File: src/rtl/mmio_uart_tx.sv
`default_nettype none
// ============================================================================
// mmio_uart_tx : memory-mapped 8N1 UART transmitter with a small TX FIFO
// Revision 1.0
// ============================================================================
module mmio_uart_tx #(
   parameter logic [31:0] BASE_ADDR  = 32'h0000_0100,
   parameter int          FIFO_DEPTH = 4,
   parameter logic [15:0] DIV_RESET  = 16'd16
) (
   input  logic        clk,
   input  logic        reset,
   input  logic        we,
   input  logic [31:0] a,
   input  logic [31:0] wd,
   output logic [31:0] rd,
   output logic        sel,
   output logic        tx,
   output logic        irq
);

   localparam int AW = $clog2(FIFO_DEPTH);
   localparam int CW = AW + 1;

   typedef enum logic [1:0] {
      IDLE  = 2'd0,
      START = 2'd1,
      DATA  = 2'd2,
      STOP  = 2'd3
   } state_t;

   state_t          state, state_n;
   logic [7:0]      fifo_mem [FIFO_DEPTH];
   logic [AW-1:0]   wr_ptr, rd_ptr;
   logic [CW-1:0]   count;
   logic            full, empty, push_req, push, pop, ovf, wr_sel, bit_end;
   logic [1:0]      reg_idx;
   logic [15:0]     div, frame_div, frame_div_n, cyc, cyc_n;
   logic [2:0]      bit_idx, bit_idx_n;
   logic [7:0]      shift, shift_n;
   logic            unused_bits;

   assign sel      = (a[31:4] == BASE_ADDR[31:4]);
   assign reg_idx  = a[3:2];
   assign wr_sel   = we && sel;
   assign full     = (count == CW'(FIFO_DEPTH));
   assign empty    = (count == '0);
   assign push_req = wr_sel && (reg_idx == 2'd0);
   // A pop in the same cycle frees the slot, so a push into a full FIFO still lands.
   assign push     = push_req && (!full || pop);
   assign irq      = empty && (state == IDLE);
   assign bit_end  = (cyc == frame_div - 16'd1);
   assign unused_bits = &{1'b0, wd[31:16], a[1:0]};

   always_ff @(posedge clk or posedge reset) begin
      if (reset) begin
         wr_ptr <= '0;
         rd_ptr <= '0;
         count  <= '0;
      end else begin
         if (push) wr_ptr <= wr_ptr + 1'b1;
         if (pop)  rd_ptr <= rd_ptr + 1'b1;
         if (push && !pop)      count <= count + 1'b1;
         else if (pop && !push) count <= count - 1'b1;
      end
   end

   always_ff @(posedge clk) begin
      if (push) fifo_mem[wr_ptr] <= wd[7:0];
   end

   always_ff @(posedge clk or posedge reset) begin
      if (reset) begin
         ovf <= 1'b0;
         div <= DIV_RESET;
      end else begin
         if (push_req && full && !pop)                  ovf <= 1'b1;
         else if (wr_sel && (reg_idx == 2'd1) && wd[3]) ovf <= 1'b0;
         if (wr_sel && (reg_idx == 2'd2))
            div <= (wd[15:0] == 16'd0) ? 16'd1 : wd[15:0];
      end
   end

   always_ff @(posedge clk or posedge reset) begin
      if (reset) begin
         state     <= IDLE;
         cyc       <= '0;
         bit_idx   <= '0;
         shift     <= '0;
         frame_div <= DIV_RESET;
      end else begin
         state     <= state_n;
         cyc       <= cyc_n;
         bit_idx   <= bit_idx_n;
         shift     <= shift_n;
         frame_div <= frame_div_n;
      end
   end

   always_comb begin
      state_n     = state;
      cyc_n       = cyc;
      bit_idx_n   = bit_idx;
      shift_n     = shift;
      frame_div_n = frame_div;
      pop         = 1'b0;
      tx          = 1'b1;
      case (state)
         IDLE: begin
            if (!empty) begin
               pop         = 1'b1;
               shift_n     = fifo_mem[rd_ptr];
               frame_div_n = div;
               cyc_n       = '0;
               state_n     = START;
            end
         end
         START: begin
            tx = 1'b0;
            if (bit_end) begin
               cyc_n     = '0;
               bit_idx_n = '0;
               state_n   = DATA;
            end else begin
               cyc_n = cyc + 16'd1;
            end
         end
         DATA: begin
            tx = shift[0];
            if (bit_end) begin
               cyc_n     = '0;
               shift_n   = {1'b0, shift[7:1]};
               bit_idx_n = bit_idx + 3'd1;
               if (bit_idx == 3'd7) state_n = STOP;
            end else begin
               cyc_n = cyc + 16'd1;
            end
         end
         STOP: begin
            tx = 1'b1;
            if (bit_end) begin
               cyc_n = '0;
               // Chain straight into the next frame when data is waiting.
               if (!empty) begin
                  pop         = 1'b1;
                  shift_n     = fifo_mem[rd_ptr];
                  frame_div_n = div;
                  state_n     = START;
               end else begin
                  state_n = IDLE;
               end
            end else begin
               cyc_n = cyc + 16'd1;
            end
         end
      endcase
   end

   always_comb begin
      rd = '0;
      if (sel) begin
         case (reg_idx)
            2'd1:    rd = {16'h0000, 8'(count), 4'h0, ovf, empty, full, (state != IDLE)};
            2'd2:    rd = {16'h0000, div};
            default: rd = '0;
         endcase
      end
   end

endmodule
`default_nettype wire

File: config.mk
export PLATFORM = sky130hd
export DESIGN_NAME = mmio_uart_tx
export DESIGN_NICKNAME = d
export VERILOG_FILES = /design/src/rtl/mmio_uart_tx.sv
export SDC_FILE = /design/constraint.sdc
export NUM_CORES = 1
export LEC_CHECK = 0
export BUFFER_PORTS_ARGS = -buffer_cell sky130_fd_sc_hd__clkbuf_2
export CAP_MARGIN = 15
export CORE_ASPECT_RATIO = 1.5
export CORE_MARGIN = 2
export CORE_UTILIZATION = 51
export DETAILED_ROUTE_END_ITERATION = 16
export PLACE_DENSITY = 0.8
export SLEW_MARGIN = 20
export SYNTH_ARGS = -nofsm -noshare
export SYNTH_HDL_FRONTEND = slang
export SYNTH_SLANG_ARGS = --single-unit
File: constraint.sdc
create_clock -name clk -period 3.6 [get_ports clk]
set_input_delay 0.18 -clock clk [delete_from_list [all_inputs] [get_ports clk]]
set_output_delay 0.18 -clock clk [all_outputs]
set_load 0.03 [all_outputs]
==> reports/summary.md, run 1 <==
### Critical path
- **launching element type of the critical path** flip-flop
- **required time of the critical path** 3880 ps
- **arrival time reported for the critical path endpoint** 3820 ps
- **worst setup path class** flip-flop to flip-flop
- **crit path capture type** flip-flop
- **launch point of the critical path** frame_div[2]$_DFFE_PP0P_
- **worst r2r path cells** 12
- **critical path capture point** count[2]$_DFFE_PP0P_
- **Slowest-stage cell, CP** or4_4
- **reg2reg end** count[2]$_DFFE_PP0P_
- **Largest stage delay, worst path** 600 ps
- **cells along the critical path** or4_4, or3_4, o21ai_2, a211oi_2, or4_4, o31ai_4, ha_2, inv_2, fa_2, xor2_1, nor2_1, xor2_1
- **Worst R2R Setup Slack** 50 ps
- **maximum fanout along the worst path** 5
- **startpoint of the worst register-to-register path** frame_div[2]$_DFFE_PP0P_

### Timing
- **number of endpoints failing setup at the final stage** 0
- **worst rel slew slack** 46.36%
- **worst slack on hold paths** 75.06 ps
- **Final Hold Viols** 0
- **max frequency** 0.2820 GHz
- **Final Cycle Share** 98.50%
- **min Tclk post-route** 3546 ps
- **RSZ-0062 raised after global routing** yes
- **Post-Route Skew** 8.751 ps
- **Final Slew Violations** 0
- **Worst Max-Slew Pin Slew** 804.5 ps

### Logic synthesis
- **fraction of post-synthesis cell area in the top cell type by area** 30.04%
- **cell area after technology mapping** 5580 um2
- **Avg Cell Area, Syn** 11.32 um2
- **part of the Yosys area used for sequential elements** 48.21%
- **library cell occupying the most area in the post-synthesis netlist** dfrtp_1
- **share of flip-flops with an asynchronous set or reset after synthesis** 68.32%
- **flip-flop and latch count after synthesis** 101
- **total number of yosys warnings** 0
- **number of enable-type register cells in the synthesized netlist** 32
- **post-synth cell types** 59
- **count of mapped cells out of synthesis** 493
- **top_reg_cell synth** dfrtp_1
- **top area cells in the synthesized netlist** dfrtp_1, edfxtp_1, mux2_2, ha_1, mux4_2

### Outcome
- **outcome** complete, no violations

### Layout
- **Layout Nets** 665
- **sequential cell area in the final layout** 2690 um2
- **number of antenna cells inserted** 0
- **Fill cells** 794
- **final design utilization** 61.75%
- **combined area of the multi-input logic cells** 2778 um2
- **Layout area overhead** 17.83%
- **layout cell share with drive strength beyond 1** 33.05%

### Clocking
- **Longest Clk Path Bufs** 2
- **Clk pin slew, worst setup/hold paths** 70 ps
- **CTS Root Buffer Type** clkbuf_16
- **CTS Sinks** 101
- **clock tree from TritonCTS** yes
- **clock insertion delay at the later pin of the skew report** 350 ps
- **H-tree level count** 3
- **Inserted Clock Buffers** 9

### Placement
- **total half-perimeter wirelength after legalization and detailed placement** 9466 um
- **port buffer count** 67
- **final RePlAce weighted congestion** 0.8963

### Routing
- **routed vias** 4262
- **drt total wl** 12810 um
- **DRC** 0
- **first-pass iteration count of the detailed router** 5
- **Post-DRT Antenna Nets** 0
- **average routed wire per standard cell** 17.59 um
- **1st-iter DRT viols** 276
- **vias per std cell** 5.854

### Die
- **Core Footprint** 10650 um2
- **Die ar.** 11810 um2
- **die extent in y** 132.1 um
- **# IOs** 102
- **number of rows in the core area** 46
- **die width** 89.41 um
- **initial cell density of the core** 52.41%

### Job
- **max-cap viol count** 0

### Pwr
- **Max IR drop VDD** 0.3530 mV
- **leakage dissipation** 2.997 nW
- **Pwr Density** 337.9 nW/um2
- **Pwr Total** 2.222 mW

### GRT
- **wire length of the first global-routing pass** 20960 um
- **Overall Global Routing Usage** 22.92%
- **antenna violations before repair** 0
- **global route overflow** 0
- **maximum number of pins on one net before global-route repair** 40
- **number of global-route vias before repair** 4261

### Hold path
- **worst min-delay path category** primary input to flip-flop

## layout make-up
cell class,count,share of cell area (%)
multi-input combinational,350,42.25
sequential,101,40.91
timing repair buffer,97,8.563
clock buffer,9,3.425
tap,144,2.740
inverter,20,1.142
clock inverter,7,0.9705
## metal layers
layer | part of all wire, % | vias to the layer above | routed length [um] | track usage (%)
met5 | 0 | - | 0 | 0
met4 | 3.2 | 0 | 405 | 9.453
met3 | 4.3 | 30 | 545 | 3.256
met2 | 53 | 162 | 6833 | 39.26
met1 | 39 | 2090 | 5025 | 28.39
li1 | - | 1980 | - | -
## repair_timing
| action | CTS | global route |
|---|---|---|
| resized for setup | 10 | 8 |
| buffers inserted | 4 | 1 |
| hold endpoints to repair | 30 | 0 |
| pin swaps | 12 | 9 |
| endpoints found under the setup margin | 2 | 34 |
| hold buffers | 1 | 0 |
| gates cloned | 0 | 0 |
## cells in the final DEF, fill, tap and decap left out, types with 7 or more instances in the layout
| master | instances |
|---|---|
| dfrtp_1 | 67 |
| clkbuf_2 | 67 |
| mux2_2 | 41 |
| nand2_1 | 35 |
| edfxtp_1 | 32 |
| nor2_1 | 30 |
| buf_4 | 29 |
| inv_1 | 18 |
| and3_1 | 18 |
| ha_1 | 16 |
| conb_1 | 16 |
| nand3_1 | 13 |
| nor4_1 | 13 |
| xnor2_1 | 11 |
| o311ai_0 | 11 |
| nor3_1 | 10 |
| xor2_1 | 10 |
| o21a_1 | 9 |
| clkbuf_16 | 9 |
| mux4_2 | 8 |
| nor3b_1 | 8 |
| o21ai_0 | 7 |
| a22oi_1 | 7 |
## worst max-delay path: cells and delay by family, from the launching register on
kind                     cells  cell delay (ps)
AO/OA/AOI/OAI                3              500
AND/OR/NAND/NOR              4             1650
XOR/XNOR                     2              320
flip-flops                   1              380
adder cells (fa/ha/maj)      2              580
buffers and inverters        1               40
## sequential cells by signal, indices dropped and copies added, names as in the netlist
name,flops
state,2
frame_div,16
fifo_mem,32
div,16
wr_ptr,2
cyc,16
ovf,1
rd_ptr,2
bit_idx,3
count,3
shift,8
## power breakdown
part	switching, mW	internal, mW	leakage [nW]	total, mW
clock network	0.464	0.486	0.143	0.951
logic	0.0627	0.0246	1.66	0.0873
registers	0.0000000110	1.18	1.19	1.18
total	0.527	1.69	3.00	2.22
## per-stage QoR
stage	setup slack [ps]	cells	setup TNS (ps)	instance area (um2)
2_1_floorplan	-84.32	508	-133.3	5658
3_3_place_gp	41.23	706	0	6150
3_5_place_dp	-91.55	706	-123.5	6150
4_1_cts	-37.12	727	-37.12	6529
5_1_grt	-64.23	728	-69.45	6575
6_report	54.00	728	0	6575
## Yosys cell counts (all sizes together) (4+ instances only)
cell	instances
a21oi	6
a22o	4
a22oi	7
and2	5
and3	18
buf	23
clkbuf	14
dfrtp	67
edfxtp	32
ha	18
inv	20
mux2	42
mux2i	5
mux4	8
nand2	36
nand3	13
nand4	6
nor2	30
nor3	12
nor3b	8
nor4	15
o21a	9
o21ai	10
o311ai	11
o31ai	5
or3	6
or4	5
xnor2	12
xor2	10
## logic make-up (layout without fill, tap and decap cells)
family                     count (synthesis)  in the layout  share of synthesized area, %
and+or+nand+nor                          163            163                         15.43
muxes                                     55             55                         12.60
adders and majority gates                 19             19                         4.395
DFF                                      101            101                         48.21
xor gates and xnor gates                  22             22                         3.453
other                                      1             16                       0.06720
buffers and inverters                     57            133                         5.112
AOI/OAI and AO/OA                         75             75                         10.74
## worst min-delay path by stage
stage / slack [ps] / start / cells after the start / endpoint
3_3_place_gp: 290 / reset / 2 / shift[0]$_DFFE_PP0P_
6_report: 80 / wd[12] / 2 / div[12]$_DFFE_PP0P_
5_1_grt: 70 / wd[12] / 2 / div[12]$_DFFE_PP0P_
2_1_floorplan: 280 / wd[0] / 0 / fifo_mem[0][0]$_DFFE_PP_
4_1_cts: 70 / wd[12] / 2 / div[12]$_DFFE_PP0P_
3_5_place_dp: 300 / reset / 2 / shift[3]$_DFFE_PP0P_
Note: power is estimated with default switching activity, not from simulation.
==> run 2, diff against run 1 <==
Settings changed: CORE_UTILIZATION 51 to 35, PLACE_DENSITY 0.8 to 0.59.
==> reports/summary.md, run 2 (same netlist as run 1, synthesis figures left out) <==
### Outcome
- **outcome** complete, no violations

### Die
- **number of rows in the core area** 56
- **die width** 107.1 um
- **Die ar.** 16990 um2
- **# IOs** 102
- **die extent in y** 158.6 um
- **initial cell density of the core** 35.71%
- **Core Footprint** 15630 um2

### Clocking
- **Longest Clk Path Bufs** 2
- **CTS Sinks** 101
- **clock insertion delay at the later pin of the skew report** 350 ps
- **H-tree level count** 3
- **Clk pin slew, worst setup/hold paths** 80 ps
- **clock tree from TritonCTS** yes
- **Inserted Clock Buffers** 9
- **CTS Root Buffer Type** clkbuf_16

### Pwr
- **Max IR drop VDD** 0.2739 mV
- **Pwr Density** 338.0 nW/um2
- **leakage dissipation** 3.010 nW
- **Pwr Total** 2.239 mW

### Placement
- **Inst Count DP** 773
- **final RePlAce weighted congestion** 0.8721
- **dpl ws** -34.13 ps
- **port buffer count** 67
- **total half-perimeter wirelength after legalization and detailed placement** 10300 um

### Timing
- **max frequency** 0.2805 GHz
- **Final Cycle Share** 99.04%
- **worst slack on hold paths** 83.33 ps
- **Post-Route Skew** 10.26 ps
- **Final Slew Violations** 0
- **min Tclk post-route** 3565 ps
- **number of endpoints failing setup at the final stage** 0
- **worst rel slew slack** 45.19%
- **Worst Max-Slew Pin Slew** 822.1 ps
- **Final Hold Viols** 0
- **setup slack after layout** 34.61 ps
- **Post-Route Setup TNS** 0 ps
- **RSZ-0062 raised after global routing** yes

### GRT
- **Overall Global Routing Usage** 16.57%
- **number of global-route vias before repair** 4272
- **wire length of the first global-routing pass** 21880 um
- **maximum number of pins on one net before global-route repair** 28
- **antenna violations before repair** 0
- **global route overflow** 0

### Layout
- **non-filler instance count after layout** 792
- **Layout Nets** 670
- **number of antenna cells inserted** 0
- **Layout area overhead** 18.72%
- **Fill cells** 1470
- **most frequent cells in the layout** dfrtp_1, clkbuf_2, mux2_2, nand2_1, buf_4
- **largest register by flop count** fifo_mem
- **layout cell share with drive strength beyond 1** 32.26%
- **max reg flops** 32

### Critical path
- **maximum fanout along the worst path** 4
- **required time of the critical path** 3870 ps
- **worst setup path class** flip-flop to flip-flop
- **Worst R2R Setup Slack** 30 ps
- **crit path capture type** flip-flop
- **arrival time reported for the critical path endpoint** 3830 ps
- **launching element type of the critical path** flip-flop

### Routing
- **average routed wire per standard cell** 17.22 um
- **first-pass iteration count of the detailed router** 5
- **drt total wl** 13640 um
- **Post-DRT Antenna Nets** 0
- **1st-iter DRT viols** 226
- **vias per std cell** 5.304
- **DRC** 0
- **routed vias** 4201

### Hold path
- **worst min-delay path category** primary input to flip-flop

### Job
- **max-cap viol count** 0

==> run 2: changes by cell type in the layout (fill, tap and decap cells not counted), moves of 2 or more <==
| cell | previous run | this run |
|---|---|---|
| buf_4 | 29 | 34 |
| inv_6 | 1 | 3 |
| nor3_1 | 10 | 12 |
| nor3_2 | 2 | 0 |
==> run 2: final timing paths <==
kind | from | cells past startpoint | endpoint
max | frame_div[11]$_DFFE_PP0P_ | 12 | count[2]$_DFFE_PP0P_
min | wd[15] | 2 | div[15]$_DFFE_PP0P_
max reg2reg | frame_div[11]$_DFFE_PP0P_ | 12 | count[2]$_DFFE_PP0P_
min reg2reg | bit_idx[1]$_DFFE_PP0P_ | 1 | bit_idx[1]$_DFFE_PP0P_
max in group asynchronous | reset | 4 | frame_div[4]$_DFFE_PP1P_
min in group asynchronous | reset | 3 | shift[0]$_DFFE_PP0P_
==> run 2: timing repair <==
action	CTS	global route
buffers inserted	0	2
resized for setup	2	6
hold endpoints to repair	23	0
pin swaps	2	0
hold buffers	1	0
setup endpoints to repair	2	2
==> run 2: final cells by class <==
| type | count | area [um2] | area share, % |
|---|---|---|---|
| flip-flops and latches | 101 | 2690 | 40.60 |
| repair buffers | 102 | 600.6 | 9.065 |
| inverters | 20 | 75.07 | 1.133 |
| multi-input cells | 350 | 2718 | 41.02 |
| well taps | 203 | 254.0 | 3.834 |
| clock buffers | 9 | 225.2 | 3.399 |
| clock inverters | 7 | 62.56 | 0.9443 |
==> run 2: critical path: stages, from the launching register on <==
cell and delay [ps]:
dfrtp_1 380, or4_4 560, or4_4 500, a211oi_2 210, o22ai_2 110, or4_4 490
o31ai_4 210, ha_2 230, inv_2 40, fa_2 330, xor2_1 160, nor2_1 120
xor2_1 160
==> run 2: through the flow <==
step	cell area [um2]	util [%]
2_1_floorplan	5658	-
3_3_place_gp	6284	40.21
3_5_place_dp	6284	40.21
4_1_cts	6591	42.18
5_1_grt	6625	42.40
6_report	6625	42.40
==> run 2: power breakdown <==
| part | internal [mW] | switching (mW) | leakage [nW] |
|---|---|---|---|
| Combinational | 0.0252 | 0.0661 | 1.68 |
| Clock | 0.487 | 0.478 | 0.141 |
| Sequential | 1.18 | 0.0000000124 | 1.19 |
==> run 2: metal layers <==
metal / global-route usage [%] / vias to the layer above / routed length [um]
li1: - / 1979 / -
met1: 19.09 / 2069 / 5608
met2: 31.04 / 133 / 7266
met3: 1.719 / 20 / 474
met4: 6.617 / 0 / 290
met5: 0 / - / 0
